`config.mk`:
```
export PLATFORM = sky130hd
export DESIGN_NAME = led_pattern_scheduler
export DESIGN_NICKNAME = d
export VERILOG_FILES = /design/src/rtl/led_pattern_scheduler.sv
export SDC_FILE = /design/constraint.sdc
export NUM_CORES = 1
export LEC_CHECK = 0
export CORE_UTILIZATION = 35
export CTS_CLUSTER_DIAMETER = 100
export CTS_CLUSTER_SIZE = 8
export DETAILED_ROUTE_END_ITERATION = 6
export SETUP_SLACK_MARGIN = 0.5
export SYNTH_ARGS = -nofsm -noshare
export SYNTH_HDL_FRONTEND = slang
export SYNTH_SLANG_ARGS = --single-unit
```
`constraint.sdc`:
```
create_clock -name clock -period 7.3 [get_ports clock]
set_input_delay 1.095 -clock clock [delete_from_list [all_inputs] [get_ports clock]]
set_output_delay 1.095 -clock clock [all_outputs]
set_load 0.05 [all_outputs]
```
`src/rtl/led_pattern_scheduler.sv`:
```
// -----------------------------------------------------------------------------
// led_pattern_scheduler
//
// Sequences an 8-LED pattern display. Owns the step-rate prescaler, the pattern
// mode (bounce, rotate left, rotate right, blink) and the run/pause/stop
// control. Host logic issues commands over a valid/ready handshake; the block
// drives the LED bus directly and emits a per-step strobe and an end-of-sweep
// pulse.
//
// Optional feature macro: LED_SWEEP_COUNT_EN
//   When defined, adds the sweep_count output, a saturating count of completed
//   sweeps since the last START load.
//
// Parameters:
//   DIV_WIDTH    width of the step-rate divider and cmd_div
//   DEFAULT_DIV  divider loaded at reset (clock cycles per pattern step)
//
// Ports:
//   clock        system clock, all logic on posedge
//   reset        asynchronous, active-high
//   cmd_valid    command present
//   cmd_ready    command accepted when cmd_valid && cmd_ready
//   cmd_op       0 STOP, 1 START, 2 PAUSE, 3 RESUME
//   cmd_mode     START only: 0 BOUNCE, 1 ROT_L, 2 ROT_R, 3 BLINK
//   cmd_div      START only: cycles per step, 0 treated as 1
//   led          registered LED pattern
//   step         1-cycle pulse on the cycle led changes during a run
//   sweep_done   1-cycle pulse on the step that completes a pattern cycle
//   busy         high in RUN or PAUSE
//   sweep_count  (LED_SWEEP_COUNT_EN only) completed sweeps, saturating
// -----------------------------------------------------------------------------
module led_pattern_scheduler #(
    parameter int          DIV_WIDTH   = 24,
    parameter int unsigned DEFAULT_DIV = 5000000
) (
    input  logic                 clock,
    input  logic                 reset,
    input  logic                 cmd_valid,
    output logic                 cmd_ready,
    input  logic [1:0]           cmd_op,
    input  logic [1:0]           cmd_mode,
    input  logic [DIV_WIDTH-1:0] cmd_div,
    output logic [7:0]           led,
    output logic                 step,
    output logic                 sweep_done,
    output logic                 busy
`ifdef LED_SWEEP_COUNT_EN
    ,
    output logic [15:0]          sweep_count
`endif
);

    typedef enum logic [1:0] {
        ST_IDLE  = 2'd0,
        ST_RUN   = 2'd1,
        ST_PAUSE = 2'd2
    } state_t;

    typedef enum logic [1:0] {
        MODE_BOUNCE = 2'd0,
        MODE_ROT_L  = 2'd1,
        MODE_ROT_R  = 2'd2,
        MODE_BLINK  = 2'd3
    } mode_t;

    localparam logic [1:0] OP_STOP   = 2'd0;
    localparam logic [1:0] OP_START  = 2'd1;
    localparam logic [1:0] OP_PAUSE  = 2'd2;
    localparam logic [1:0] OP_RESUME = 2'd3;

    // A zero reset divider would make the prescaler compare underflow, so it
    // is promoted to 1 just like a zero cmd_div.
    localparam logic [DIV_WIDTH-1:0] RESET_DIV =
        (DEFAULT_DIV == 0) ? DIV_WIDTH'(1) : DIV_WIDTH'(DEFAULT_DIV);

    state_t               state;
    mode_t                mode;
    logic [DIV_WIDTH-1:0] div_reg;
    logic [DIV_WIDTH-1:0] prescaler;
    logic [2:0]           pos;
    logic                 dir;
    logic                 pending;
    mode_t                pend_mode;
    logic [DIV_WIDTH-1:0] pend_div;

    logic [2:0]           next_pos;
    logic                 next_dir;
    logic                 wrap;

    logic                 accept;
    logic                 op_stop;
    logic                 op_start;
    logic                 op_pause;
    logic                 op_resume;
    logic                 presc_last;
    logic                 run_adv;
    logic                 boundary;
    logic                 load_now;
    logic                 deferred;
    mode_t                load_mode;
    logic [DIV_WIDTH-1:0] load_div;

    // Position that a mode starts from. BLINK uses pos[0] as its phase bit.
    function automatic logic [2:0] start_pos(input mode_t m);
        start_pos = (m == MODE_ROT_R) ? 3'd7 : 3'd0;
    endfunction

    // LED image for a mode/position pair. Non-blink modes are one-hot of pos;
    // blink shows all-on in phase 0 and all-off in phase 1.
    function automatic logic [7:0] pattern(input mode_t m, input logic [2:0] p);
        if (m == MODE_BLINK) begin
            pattern = p[0] ? 8'h00 : 8'hFF;
        end else begin
            pattern = 8'h01 << p;
        end
    endfunction

    // A stored divider is never zero; this keeps the prescaler compare simple.
    function automatic logic [DIV_WIDTH-1:0] eff_div(input logic [DIV_WIDTH-1:0] d);
        eff_div = (d == '0) ? DIV_WIDTH'(1) : d;
    endfunction

    // cmd_ready only drops while a START waits for the next sweep boundary.
    assign cmd_ready = ~pending;

    // Decode the accepted command and the run-time events for this cycle.
    // STOP and PAUSE win over a prescaler wrap landing on the same cycle.
    always_comb begin
        accept     = cmd_valid && cmd_ready;
        op_stop    = accept && (cmd_op == OP_STOP);
        op_start   = accept && (cmd_op == OP_START);
        op_pause   = accept && (cmd_op == OP_PAUSE);
        op_resume  = accept && (cmd_op == OP_RESUME);
        presc_last = (prescaler == (div_reg - DIV_WIDTH'(1)));
        run_adv    = (state == ST_RUN) && presc_last && !op_stop && !op_pause;
        boundary   = run_adv && wrap;
        load_now   = op_start && (state != ST_RUN);
        deferred   = boundary && pending;
        load_mode  = mode_t'(cmd_mode);
        load_div   = eff_div(cmd_div);
    end

    // Next position for the current mode, and whether that move returns the
    // pattern to its start value (the sweep boundary). BOUNCE tracks its
    // direction in dir: up from 0 to 7, then down to 1, then back to 0.
    always_comb begin
        next_pos = pos;
        next_dir = dir;
        wrap     = 1'b0;
        case (mode)
            MODE_BOUNCE: begin
                if (!dir) begin
                    if (pos == 3'd7) begin
                        next_pos = 3'd6;
                        next_dir = 1'b1;
                    end else begin
                        next_pos = pos + 3'd1;
                    end
                end else begin
                    if (pos == 3'd1) begin
                        next_pos = 3'd0;
                        next_dir = 1'b0;
                        wrap     = 1'b1;
                    end else begin
                        next_pos = pos - 3'd1;
                    end
                end
            end
            MODE_ROT_L: begin
                next_pos = pos + 3'd1;
                wrap     = (pos == 3'd7);
            end
            MODE_ROT_R: begin
                next_pos = pos - 3'd1;
                wrap     = (pos == 3'd0);
            end
            default: begin
                next_pos = {2'b00, ~pos[0]};
                wrap     = pos[0];
            end
        endcase
    end

    // Main controller. STOP and immediate START loads take priority over the
    // per-state behaviour. In RUN, a START is parked as pending and swapped in
    // at the next sweep boundary in place of the old mode's start pattern.
    always_ff @(posedge clock or posedge reset) begin
        if (reset) begin
            state      <= ST_IDLE;
            mode       <= MODE_BOUNCE;
            div_reg    <= RESET_DIV;
            prescaler  <= '0;
            pos        <= 3'd0;
            dir        <= 1'b0;
            pending    <= 1'b0;
            pend_mode  <= MODE_BOUNCE;
            pend_div   <= RESET_DIV;
            led        <= 8'h00;
            step       <= 1'b0;
            sweep_done <= 1'b0;
            busy       <= 1'b0;
        end else begin
            step       <= 1'b0;
            sweep_done <= 1'b0;
            if (op_stop) begin
                state     <= ST_IDLE;
                busy      <= 1'b0;
                led       <= 8'h00;
                pending   <= 1'b0;
                prescaler <= '0;
            end else if (load_now) begin
                state     <= ST_RUN;
                busy      <= 1'b1;
                mode      <= load_mode;
                div_reg   <= load_div;
                prescaler <= '0;
                pos       <= start_pos(load_mode);
                dir       <= 1'b0;
                led       <= pattern(load_mode, start_pos(load_mode));
            end else begin
                case (state)
                    ST_IDLE: begin
                        led <= 8'h00;
                    end
                    ST_PAUSE: begin
                        if (op_resume) begin
                            state <= ST_RUN;
                        end
                    end
                    ST_RUN: begin
                        if (op_pause) begin
                            state <= ST_PAUSE;
                        end else begin
                            if (op_start) begin
                                pending   <= 1'b1;
                                pend_mode <= load_mode;
                                pend_div  <= load_div;
                            end
                            if (run_adv) begin
                                prescaler  <= '0;
                                step       <= 1'b1;
                                sweep_done <= wrap;
                                if (deferred) begin
                                    mode    <= pend_mode;
                                    div_reg <= pend_div;
                                    pos     <= start_pos(pend_mode);
                                    dir     <= 1'b0;
                                    led     <= pattern(pend_mode, start_pos(pend_mode));
                                    pending <= 1'b0;
                                end else begin
                                    pos <= next_pos;
                                    dir <= next_dir;
                                    led <= pattern(mode, next_pos);
                                end
                            end else begin
                                prescaler <= prescaler + DIV_WIDTH'(1);
                            end
                        end
                    end
                    default: begin
                        state <= ST_IDLE;
                        busy  <= 1'b0;
                        led   <= 8'h00;
                    end
                endcase
            end
        end
    end

`ifdef LED_SWEEP_COUNT_EN
    // Completed-sweep counter. Any START load (immediate or deferred) restarts
    // it; a deferred load coincides with a sweep_done, and the clear wins.
    always_ff @(posedge clock or posedge reset) begin
        if (reset) begin
            sweep_count <= 16'h0000;
        end else if (load_now || deferred) begin
            sweep_count <= 16'h0000;
        end else if (boundary && (sweep_count != 16'hFFFF)) begin
            sweep_count <= sweep_count + 16'd1;
        end
    end
`endif

endmodule

```
# Yosys cells after proc, flatten, opt, wreduce, memory -nomap -nowiden
# Index checks and enable logic that the tools add are counted.
[op_classes] n_bitwise=5 eq_ne=27 muxes=76 addsub=4 reduce_logical=33 shift=3
[ops] cell="24-bit two-way mux" count=11
[ops] cell="8-bit two-way mux" count=11
[ops] cell="1-bit two-way mux" count=31
[ops] cell="3-bit two-way mux" count=10
[ops] cell="24-bit by 1-bit adder with 24-bit output (second input constant)" count=1
[ops] cell="24-bit equality test" count=1
[ops] cell="24-bit logical NOT" count=1
[ops] cell="1-bit by 3-bit left shift with 8-bit output (first input constant)" count=3
[ops] cell="24-bit by 1-bit subtractor with 24-bit output (second input constant)" count=1
[ops] cell="2-bit equality test (second input constant)" count=9
[ops] cell="2-bit two-way mux" count=9
[ops] cell="4-bit != test (second input constant)" count=4
[ops] cell="8-bit one-hot mux with 2 select lines" count=1
[ops] cell="5-bit AND reduction" count=3
[ops] cell="1-bit logical AND" count=11
[ops] cell="3-bit one-hot mux with 3 select lines" count=1
[ops] cell="3-bit AND reduction" count=3
[ops] cell="2-bit nonzero test" count=4
[ops] cell="2-bit by 1-bit equality test with 1-bit output (second input constant)" count=3
[ops] cell="2-bit logical NOT" count=3
[ops] cell="3-bit != test (second input constant)" count=2
[ops] cell="2-bit one-hot mux with 3 select lines" count=1
[ops] cell="3-bit nonzero test" count=2
[ops] cell="1-bit NOT" count=5
[ops] cell="14 further kinds" count=17
[totals] inputBits=31 output_inout_bits=12 ff_bits=94

# Logic depth before layout (Yosys ltp)
# Gate-level depths: netlist of run 1.
[depth] ltp_word=14 ltp_mapped=14 ltp_nobuf=11

# Least setup slack after synthesis of run 1
# Ideal clock, no wire load.
[synth_path] path_type="input to register" start="input cmd_valid" end="register led[7]" setup_time_ps=126 setup_slack_ps=4171 arrival_ps=3003 n_path_buf=1 t_required_ps=7174 stages=10 path_cell_list="nand2b_1 -> o21ai_1 -> nor4_1 -> nand2_1 -> nor3_1 -> and4_1 -> buf_6 -> a21oi_4 -> a211o_4 -> a221o_1"
[synth_via] elab_chain_cells=13
[synth_lines] element="from (decl)" line_no="38" text="input logic cmd_valid,"
[synth_lines] element="1-bit logical AND *" line_no="129" text="accept = cmd_valid && cmd_ready;"
[synth_lines] element="1-bit logical AND" line_no="130" text="op_stop = accept && (cmd_op == OP_STOP);"
[synth_lines] element="1-bit logical NOT" line_no="135" text="run_adv = (state == ST_RUN) && presc_last && !op_stop && !op_pause;"
[synth_lines] element="1-bit logical AND (2 in a row)" line_no="135"
[synth_lines] element="1-bit logical AND" line_no="136" text="boundary = run_adv && wrap;"
[synth_lines] element="1-bit logical AND" line_no="138" text="deferred = boundary && pending;"
[synth_lines] element="8-bit two-way mux" line_no="243" text="if (deferred) begin"
[synth_lines] element="8-bit two-way mux" line_no="239" text="if (run_adv) begin"
[synth_lines] element="8-bit two-way mux" line_no="231" text="if (op_pause) begin"
[synth_lines] element="8-bit one-hot mux with 2 select lines" line_no="221" text="case (state)"
[synth_lines] element="8-bit two-way mux" line_no="211" text="end else if (load_now) begin"
[synth_lines] element="8-bit two-way mux" line_no="205" text="if (op_stop) begin"
[synth_lines] element="to (signal assigned)" line_no="219" text="led <= pattern(load_mode, start_pos(load_mode));"
[synth_lines] element="to (signal assigned)" line_no="248" text="led <= pattern(pend_mode, start_pos(pend_mode));"
[synth_lines] element="to (signal assigned)" line_no="253" text="led <= pattern(mode, next_pos);"
[synth_lines] element="to (decl)" line_no="43" text="output logic [7:0] led,"
# Mark *: on every way between the ends. The rest lies on a longest branch, timed or not. The select of a mux whose other input is x is not followed.
# A chain may end at the register's enable or synchronous reset.

# Final worst setup path of run 1
[layout_path] start="register div_reg[4]" end="register led[7]"
[layout_via] elab_chain_cells=13
[layout_lines] element="from (decl)" line_no="78" text="logic [DIV_WIDTH-1:0] div_reg;"
[layout_lines] element="from (signal assigned)" line_no="215" text="div_reg <= load_div;"
[layout_lines] element="from (signal assigned)" line_no="245" text="div_reg <= pend_div;"
[layout_lines] element="24-bit by 1-bit subtractor with 24-bit output *" line_no="134" text="presc_last = (prescaler == (div_reg - DIV_WIDTH'(1)));"
[layout_lines] element="24-bit equality test *" line_no="134"
[layout_lines] element="1-bit logical AND * (3 in a row)" line_no="135"
[layout_lines] element="1-bit logical AND" line_no="136"
[layout_lines] element="1-bit logical AND" line_no="138"
[layout_lines] element="8-bit two-way mux" line_no="243"
[layout_lines] element="8-bit two-way mux" line_no="239"
[layout_lines] element="8-bit two-way mux" line_no="231"
[layout_lines] element="8-bit one-hot mux with 2 select lines" line_no="221"
[layout_lines] element="8-bit two-way mux" line_no="211"
[layout_lines] element="8-bit two-way mux" line_no="205"
# Marked as above.

==> results.ini, run 1 <==
[status]
status=finished clean

[worst_setup_path]
end_kind=flop
critical_path.startpoint_type=flop
cp_max_fo=32
worstPathArrival_ps=4970
ff2ff_path_depth=9
reg2reg_from=div_reg[4]
criticalPathCategory=flop to flop
reg2reg_setup_slack_ps=2620
cp_data_required_time_ps=7590
rr_endpoint=led[7]

[floorplan]
io_pins=43
initial_core_util_pct=36.2
dieArea_um2=17100
row_count=46
die_h_um=131
coreArea_um2=16000
die_w_um=131

[timing]
fin_crit_sh_pct=64.1
worst_slack_ps=2620
fmax_mhz=214
drv_slew=0
fin_tns_setup_ps=0
skew_ps=11.1
tightest_slew_ps=1260
rsz0062_at_grt=no
period_needed_ps=4680
relSlewSlack_pct=16.0
setup_violations=0
finalHoldViolations=0

[route]
wl_um=13900
drt_iter0_markers=339
routedWlPerCell_um=15.5
topRoutingLayerUsed=met4
met1_length_um=6830
dr_wl_met3_um=699
num_vias=4889
wl_met2_um=6160
ant_nets=0
first_pass_iters=5
vias_per_cell=5.46
drc_errors=0

[cells_and_area]
design.final.nets=714
instances_no_fill=896
area.growth.synth_to_final_pct=14.9
layout-drive-gt1-share_pct=10.7
fin_area_um2=6650
num_antenna_cells=0

[cts]
clock_latency_ps=350
cts-root-buf=clkbuf_16
cts_made_buffers=9
ctsResizeCount=0
cts.sinks=94
postCtsHoldBufs=0
post_cts_buffers=0
cts_tree=built
clockBufferDepth=2
clk_pin_slew_ps=70
htreeDepth=3

[yosys]
syn_inst=656
syn_area_um2=5790
ys_seq_area_share_pct=41.0
async_flop_share_pct=100
yosysUniqueCellTypes=69
synthFlopType=dfrtp_1
avgSynthCellArea_um2=8.82
synth-seq-cells=94
yosysWarnings=0
syn-num-nets=695
yosys-top-cells-area=dfrtp_1, dfstp_2, nand2_1, a21oi_1, mux2_2
yosysTopAreaCell=dfrtp_1
synth_edf_count=0
yosys.area.top_type_share_pct=33.7

[grt]
grt_usage_pct=17.5
antenna_found_initial=0
grt_pass1_vias=4670
grt_pass1_wl_um=23400
grt_overflow=0
grt_max_degree=66

[power]
p_leak_nw=2.80
ir_drop_mv=0.152
p_per_area_nw_per_um2=193

[min_path]
min_from=div_reg[22]
hold_path_depth=2
hold_class=flop to flop
worstHoldEndpoint=div_reg[22]

[place]
hpwl_um=9990
dpl_worst_slack_ps=2540
placed_area_um2=6330
dp_cells=880
io_buffer_count=42
routabilityCongestion=0.859

[job]
maxCapViolCount=0

through the flow:
| stage | power (mW) | hold slack (ps) | utilization, % |
|---|---|---|---|
| after CTS | 1.29 | 488 | 41.6 |
| after global routing | 1.35 | 513 | 41.6 |
| after global placement | 0.780 | 464 | 39.6 |
| after detailed placement | 0.786 | 471 | 39.6 |
| final | 1.29 | 492 | 41.6 |
| after floorplan | 0.727 | 449 | - |
cells in the mapped netlist, drive strengths merged, types with 6 or more instances:
master / number
a211oi: 8
a21oi: 60
a22o: 10
a31oi: 14
and3: 8
buf: 11
clkbuf: 26
dfrtp: 78
dfstp: 16
ha: 8
inv: 25
mux2: 24
nand2: 87
nand2b: 6
nand3: 38
nand3b: 6
nand4: 8
nor2: 60
nor3: 12
nor4: 14
o21ai: 18
o311ai: 10
or3: 6
xnor2: 22
xor2: 15
kinds of logic (layout without fill, tap and decap cells):
group	count (synthesis)	after routing	share of synthesized area, %
buffers and inverters	62	86	4.60
flip-flops	94	94	41.0
AO/OA/AOI/OAI	152	152	17.2
AND/OR/NAND/NOR	274	274	24.4
adder cells (fa/ha/maj)	8	8	1.73
multiplexers	29	29	5.53
XOR/XNOR	37	37	5.60
area by class of cell:
class	count	area (µm²)
flip-flops and latches	94	2370
inverters	25	95.1
well taps	216	270
fillers	1646	9350
multi-input cells	500	3150
clock buffers	13	250
clock inverters	3	67.6
repair buffers	45	443
placed cells by master, fill, tap and decap left out, drive strengths merged, types with 8 or more instances in the layout:
master	count
inv	24
xor2	15
nand2	87
ha	8
nor3	12
a22o	10
clkbuf	13
o21ai	18
xnor2	22
nand4	8
mux2	24
o311ai	10
dfstp	16
nor2	60
a211oi	8
nand3	38
clkdlybuf4s50	42
a31oi	14
nor4	14
and3	8
dfrtp	78
a21oi	60
worst max-delay path by stage:
stage	depth (start not counted)	end	slack, ps	startpoint
finish	9	led[7]	2620	div_reg[4]
CTS	9	led[7]	2550	div_reg[4]
floorplan	1	busy	3780	reset
detailed placement	9	led[7]	2540	cmd_op[0]
global placement	9	led[7]	2680	cmd_op[0]
global route	9	led[7]	2070	div_reg[4]
critical path, cell delays in order, from the launching register on:
cell	delay (ps)
dfrtp_1	450
nor3_1	990
nand4_1	430
a2111oi_0	450
or2_0	160
a41o_1	140
and4_1	400
nand3_1	950
a211oi_1	500
a221o_1	150
power breakdown:
group          leakage [nW]  internal (mW)  total (mW)  switching [mW]
combinational          1.45         0.0813       0.174          0.0926
sequential             1.20          0.548       0.604          0.0557
clock                 0.150          0.310       0.508           0.198
total                  2.80          0.940        1.29           0.347
metal layers:
metal  vias to the layer above  track usage (%)
met5                         -                0
met4                         0             5.68
met3                        13             2.48
met2                       119             27.0
met1                      2366             25.1
li1                       2391                -
Note: power is estimated with default switching activity, not from simulation.
==> inputs of run 2 (changes only) <==
==> constraint.sdc (replaced) <==
create_clock -name clock -period 3.9 [get_ports clock]
set_input_delay 0.585 -clock clock [delete_from_list [all_inputs] [get_ports clock]]
set_output_delay 0.585 -clock clock [all_outputs]
set_load 0.05 [all_outputs]
==> results.ini, run 2 (synthesis results as in run 1) <==
[timing]
hold_slack_ps=490  ; -2.12 ps
tightest_slew_ps=949  ; -308 ps
finalHoldViolations=0  ; unchanged
setup_violations=0  ; unchanged
drv_slew=0  ; unchanged
period_needed_ps=3250  ; -1430 ps
skew_ps=9.37  ; -1.72 ps
fmax_mhz=308  ; +44%
fin_tns_setup_ps=0  ; unchanged
rsz0062_at_grt=yes
relSlewSlack_pct=36.2  ; +20 points
fin_crit_sh_pct=83.3  ; +19 points

[grt]
grt_overflow=0  ; unchanged
grt_pass1_wl_um=24200  ; +3.4%
grt_max_degree=53  ; -20%
grt_pass1_vias=4675  ; +0.11%
antenna_found_initial=0  ; unchanged
grt_usage_pct=18.2  ; +0.71 points

[floorplan]
die_w_um=131  ; unchanged
io_pins=43  ; unchanged
initial_core_util_pct=36.2  ; unchanged
dieArea_um2=17100  ; unchanged
row_count=46  ; unchanged
die_h_um=131  ; unchanged
coreArea_um2=16000  ; unchanged

[power]
ir_drop_mv=0.157  ; +3.1%
p_leak_nw=2.87  ; +2.4%
p_per_area_nw_per_um2=351  ; +82%
total_power_mw=2.38  ; +85%

[cts]
cts-root-buf=clkbuf_16
clk_pin_slew_ps=70  ; about the same
clockBufferDepth=2  ; unchanged
cts_made_buffers=9  ; unchanged
cts.sinks=94  ; unchanged
clock_latency_ps=350  ; about the same
htreeDepth=3  ; unchanged
cts_tree=built

[min_path]
min_from=pend_div[0]
hold_path_depth=2  ; unchanged
worstHoldEndpoint=pend_div[0]
hold_class=flop to flop

[place]
dp_cells=890  ; +1.1%
routabilityCongestion=0.857  ; -0.20%
hpwl_um=10500  ; +4.9%
io_buffer_count=42  ; unchanged

[cells_and_area]
design.final.nets=725  ; +1.5%
register_area_um2=2370  ; unchanged
layout-drive-gt1-share_pct=13.0  ; +2.3 points
fill_cells=1604  ; -2.6%
final_cell_mix=nand2_1, dfrtp_1, nor2_1, a21oi_1, clkdlybuf4s50_1
num_antenna_cells=0  ; unchanged
final_core_util_pct=42.3  ; +0.75 points
area.growth.synth_to_final_pct=17.0
instances_no_fill=907  ; +1.2%
layout_commonest_cell=nand2_1
multi_input_area_um2=3180  ; +0.91%

[worst_setup_path]
cp_max_fo=9  ; -72%
cp_data_required_time_ps=4150  ; -3440 ps
critical_path.startpoint_type=flop
rr_endpoint=led[3]
reg2reg_setup_slack_ps=650  ; -1970 ps
end_kind=flop
criticalPathCategory=flop to flop
ff2ff_path_depth=12  ; +3
reg2reg_from=div_reg[0]
worstPathArrival_ps=3500  ; -1470 ps

[route]
ant_nets=0  ; unchanged
wl_um=14500  ; +3.8%
drc_errors=0  ; unchanged
num_vias=4959  ; +1.4%
first_pass_iters=5  ; unchanged
routedWlPerCell_um=15.9  ; +2.6%
drt_iter0_markers=433  ; +28%
vias_per_cell=5.47  ; +0.20%

[job]
maxCapViolCount=0  ; unchanged

[status]
status=finished clean

run 2: worst max-delay path by stage:
stage | start | end | slack (ps) | cells after the start
after floorplan | div_reg[0] | led[7] | 840 | 12
final | div_reg[0] | led[3] | 650 | 12
after CTS | div_reg[0] | mode[0] | 550 | 12
after detailed placement | div_reg[7] | prescaler[17] | 370 | 9
after global routing | div_reg[0] | pos[2] | 470 | 12
after global placement | cmd_op[0] | prescaler[17] | 480 | 9
run 2: per-stage QoR:
step | area, µm² | setup WS [ps]
after global routing | 6770 | 472
after CTS | 6730 | 552
after detailed placement | 6420 | 373
final | 6770 | 650
after floorplan | 5790 | 835
after global placement | 6420 | 477
run 2: cell type report:
class / instances / area share (%)
clock inverters: 5 / 0.850
flip-flops and latches: 94 / 35.0
repair buffers: 56 / 8.29
well taps: 216 / 3.99
inverters: 25 / 1.40
multi-input cells: 500 / 47.0
clock buffers: 11 / 3.44
run 2: worst max-delay path: stages (launching register included):
cell and delay [ps]:
dfrtp_1 450, inv_1 90, ha_1 240, nor3b_4 290, nand4_4 210, o21a_1 250, o211a_1 220, a211oi_2 300
nor3_4 80, buf_12 150, and3_2 240, or3_1 380, a22o_1 230
run 2: repair_timing:
| item | CTS | global route |
|---|---|---|
| pin swaps | 1 | 2 |
| hold buffers | 0 | 0 |
| resized for setup | 5 | 8 |
| cloned | 0 | 0 |
| buffers inserted | 0 | 1 |
| setup endpoints to repair | 41 | 45 |
run 2: per-layer routing:
metal / global-route usage, % / vias up / wire length, µm
met5: 0 / - / 0
met4: 8.05 / 0 / 311
met3: 2.16 / 18 / 543
met2: 26.7 / 126 / 6550
met1: 26.7 / 2393 / 7050
li1: - / 2422 / -
run 2: power by group:
group	switching [mW]	internal (mW)
Clock	0.387	0.500
Sequential	0.108	1.03
Combinational	0.189	0.168
==> inputs of run 3 (changes only) <==
==> constraint.sdc (replaced) <==
create_clock -name clock -period 2.6 [get_ports clock]
set_input_delay 0.39 -clock clock [delete_from_list [all_inputs] [get_ports clock]]
set_output_delay 0.39 -clock clock [all_outputs]
set_load 0.05 [all_outputs]
==> results.ini, run 3 (synthesis results as in run 1) <==
[place]
hpwl_um=10800  ; +2.7%
dp_cells=961  ; +8.0%
routabilityCongestion=0.879  ; +2.5%
io_buffer_count=42  ; unchanged
dpl_worst_slack_ps=-515  ; -888 ps

[power]
p_leak_nw=3.38  ; +18%
total_power_mw=3.83  ; +61%
ir_drop_mv=0.333  ; +110%
p_per_area_nw_per_um2=493  ; +40%

[timing]
worst_slack_ps=-334  ; -984 ps
fmax_mhz=341  ; +11%
relSlewSlack_pct=62.3  ; +26 points
fin_crit_sh_pct=113  ; +29 points
finalHoldViolations=0  ; unchanged
period_needed_ps=2930  ; -316 ps
tightest_slew_ps=566  ; -384 ps
hold_slack_ps=471  ; -18.2 ps
rsz0062_at_grt=yes
skew_ps=11.5  ; +2.17 ps
setup_violations=65  ; +65
drv_slew=0  ; unchanged

[route]
num_vias=5318  ; +7.2%
vias_per_cell=5.35  ; -2.1%
ant_nets=0  ; unchanged
wl_um=15500  ; +7.1%
routedWlPerCell_um=15.6  ; -2.3%
first_pass_iters=4  ; -1
drt_iter0_markers=285  ; -34%
drc_errors=0  ; unchanged

[cells_and_area]
layout_commonest_cell=buf_4
layout-drive-gt1-share_pct=27.9  ; +15 points
final_cell_mix=buf_4, nand2_1, dfrtp_1
final_core_util_pct=48.6  ; +6.3 points
area.growth.synth_to_final_pct=34.3
num_antenna_cells=0  ; unchanged
design.final.nets=812  ; +12%
instances_no_fill=994  ; +9.6%

[worst_setup_path]
end_kind=flop
cp_data_required_time_ps=2840  ; -1310 ps
timing.critical_path.from=div_reg[2]
cp_max_fo=8  ; -1
critical_path.startpoint_type=flop
criticalPathCategory=flop to flop
worstPathArrival_ps=3170  ; -330 ps
reg2reg_from=div_reg[2]

[job]
maxCapViolCount=0  ; unchanged

[floorplan]
io_pins=43  ; unchanged
die_w_um=131  ; unchanged
dieArea_um2=17100  ; unchanged
die_h_um=131  ; unchanged
row_count=46  ; unchanged
coreArea_um2=16000  ; unchanged
initial_core_util_pct=36.2  ; unchanged

[grt]
grt_pass1_vias=4997  ; +6.9%
grt_overflow=0  ; unchanged
antenna_found_initial=0  ; unchanged
grt_max_degree=95  ; +79%
grt_pass1_wl_um=25000  ; +3.2%
grt_usage_pct=18.8  ; +0.62 points

[cts]
clk_pin_slew_ps=60  ; about the same
cts-root-buf=clkbuf_16
cts.sinks=94  ; unchanged
htreeDepth=3  ; unchanged
clockBufferDepth=2  ; unchanged
cts_made_buffers=9  ; unchanged
clock_latency_ps=350  ; about the same
cts_tree=built

[status]
status=finished with violations
violations=setup timing

[min_path]
hold_class=primary input to async pin

[run 3: cell count changes in the layout (fill, tap and decap cells not counted), sizes merged, moves of 2 or more]
cell	before	now
clkinv	3	0
clkinvlp	0	3
clkbuf	11	14
buf	14	100
inv	26	24
[run 3: path summary, 6_finish.rpt]
kind | end | slack [ps] | cells after the start
min in group clock | div_reg[1] | 510 | 2
setup / recovery | led[0] | -330 | 11
max in group asynchronous | div_reg[2] | 1610 | 3
hold reg to reg | div_reg[1] | 510 | 2
setup reg to reg | led[0] | -330 | 11
hold / removal | led[6] | 470 | 3
[run 3: metal layers]
layer | part of all wire [%] | vias to the layer above | global-route usage (%)
li1 | - | 2592 | -
met4 | 2.6 | 0 | 7.64
met5 | 0 | - | 0
met2 | 46 | 118 | 29.2
met3 | 3.8 | 26 | 3.18
met1 | 48 | 2582 | 26.0
[run 3: repair_timing]
item / 4_1_cts / 5_1_grt
pin swaps: 19 / 26
hold buffers: 0 / 0
cloned: 0 / 2
buffers inserted: 9 / 6
endpoints found under the setup margin: 66 / 65
gates resized for setup: 43 / 19
[run 3: where the power goes]
group          total, mW  internal (mW)  switching, mW
clock               1.35          0.799          0.555
sequential          1.63           1.54         0.0938
combinational      0.843          0.424          0.419
[run 3: area by class of cell]
class,instances,area (µm²)
Multi-Input combinational cell,500,3440
Timing Repair Buffer,143,1280
Clock inverter,3,45.0
Fill cell,1511,8230
Clock buffer,13,260
Sequential cell,94,2380
Inverter,25,97.6
Tap cell,216,270
[run 3: worst max-delay path: stages (launching register included)]
cell,delay [ps]
dfrtp_2,440
nor4_4,390
buf_4,210
nand3_2,80
xor2_1,160
a211oi_2,290
a31oi_2,90
nor3_4,320
buf_6,150
a21oi_4,70
a211o_4,320
a211o_1,300
[run 3: through the flow]
stage	setup TNS [ps]	area [µm²]
2_1_floorplan	-10260	5860
3_3_place_gp	-20830	7060
3_5_place_dp	-23680	7060
4_1_cts	-13050	7600
5_1_grt	-24040	7770
6_report	-14330	7770
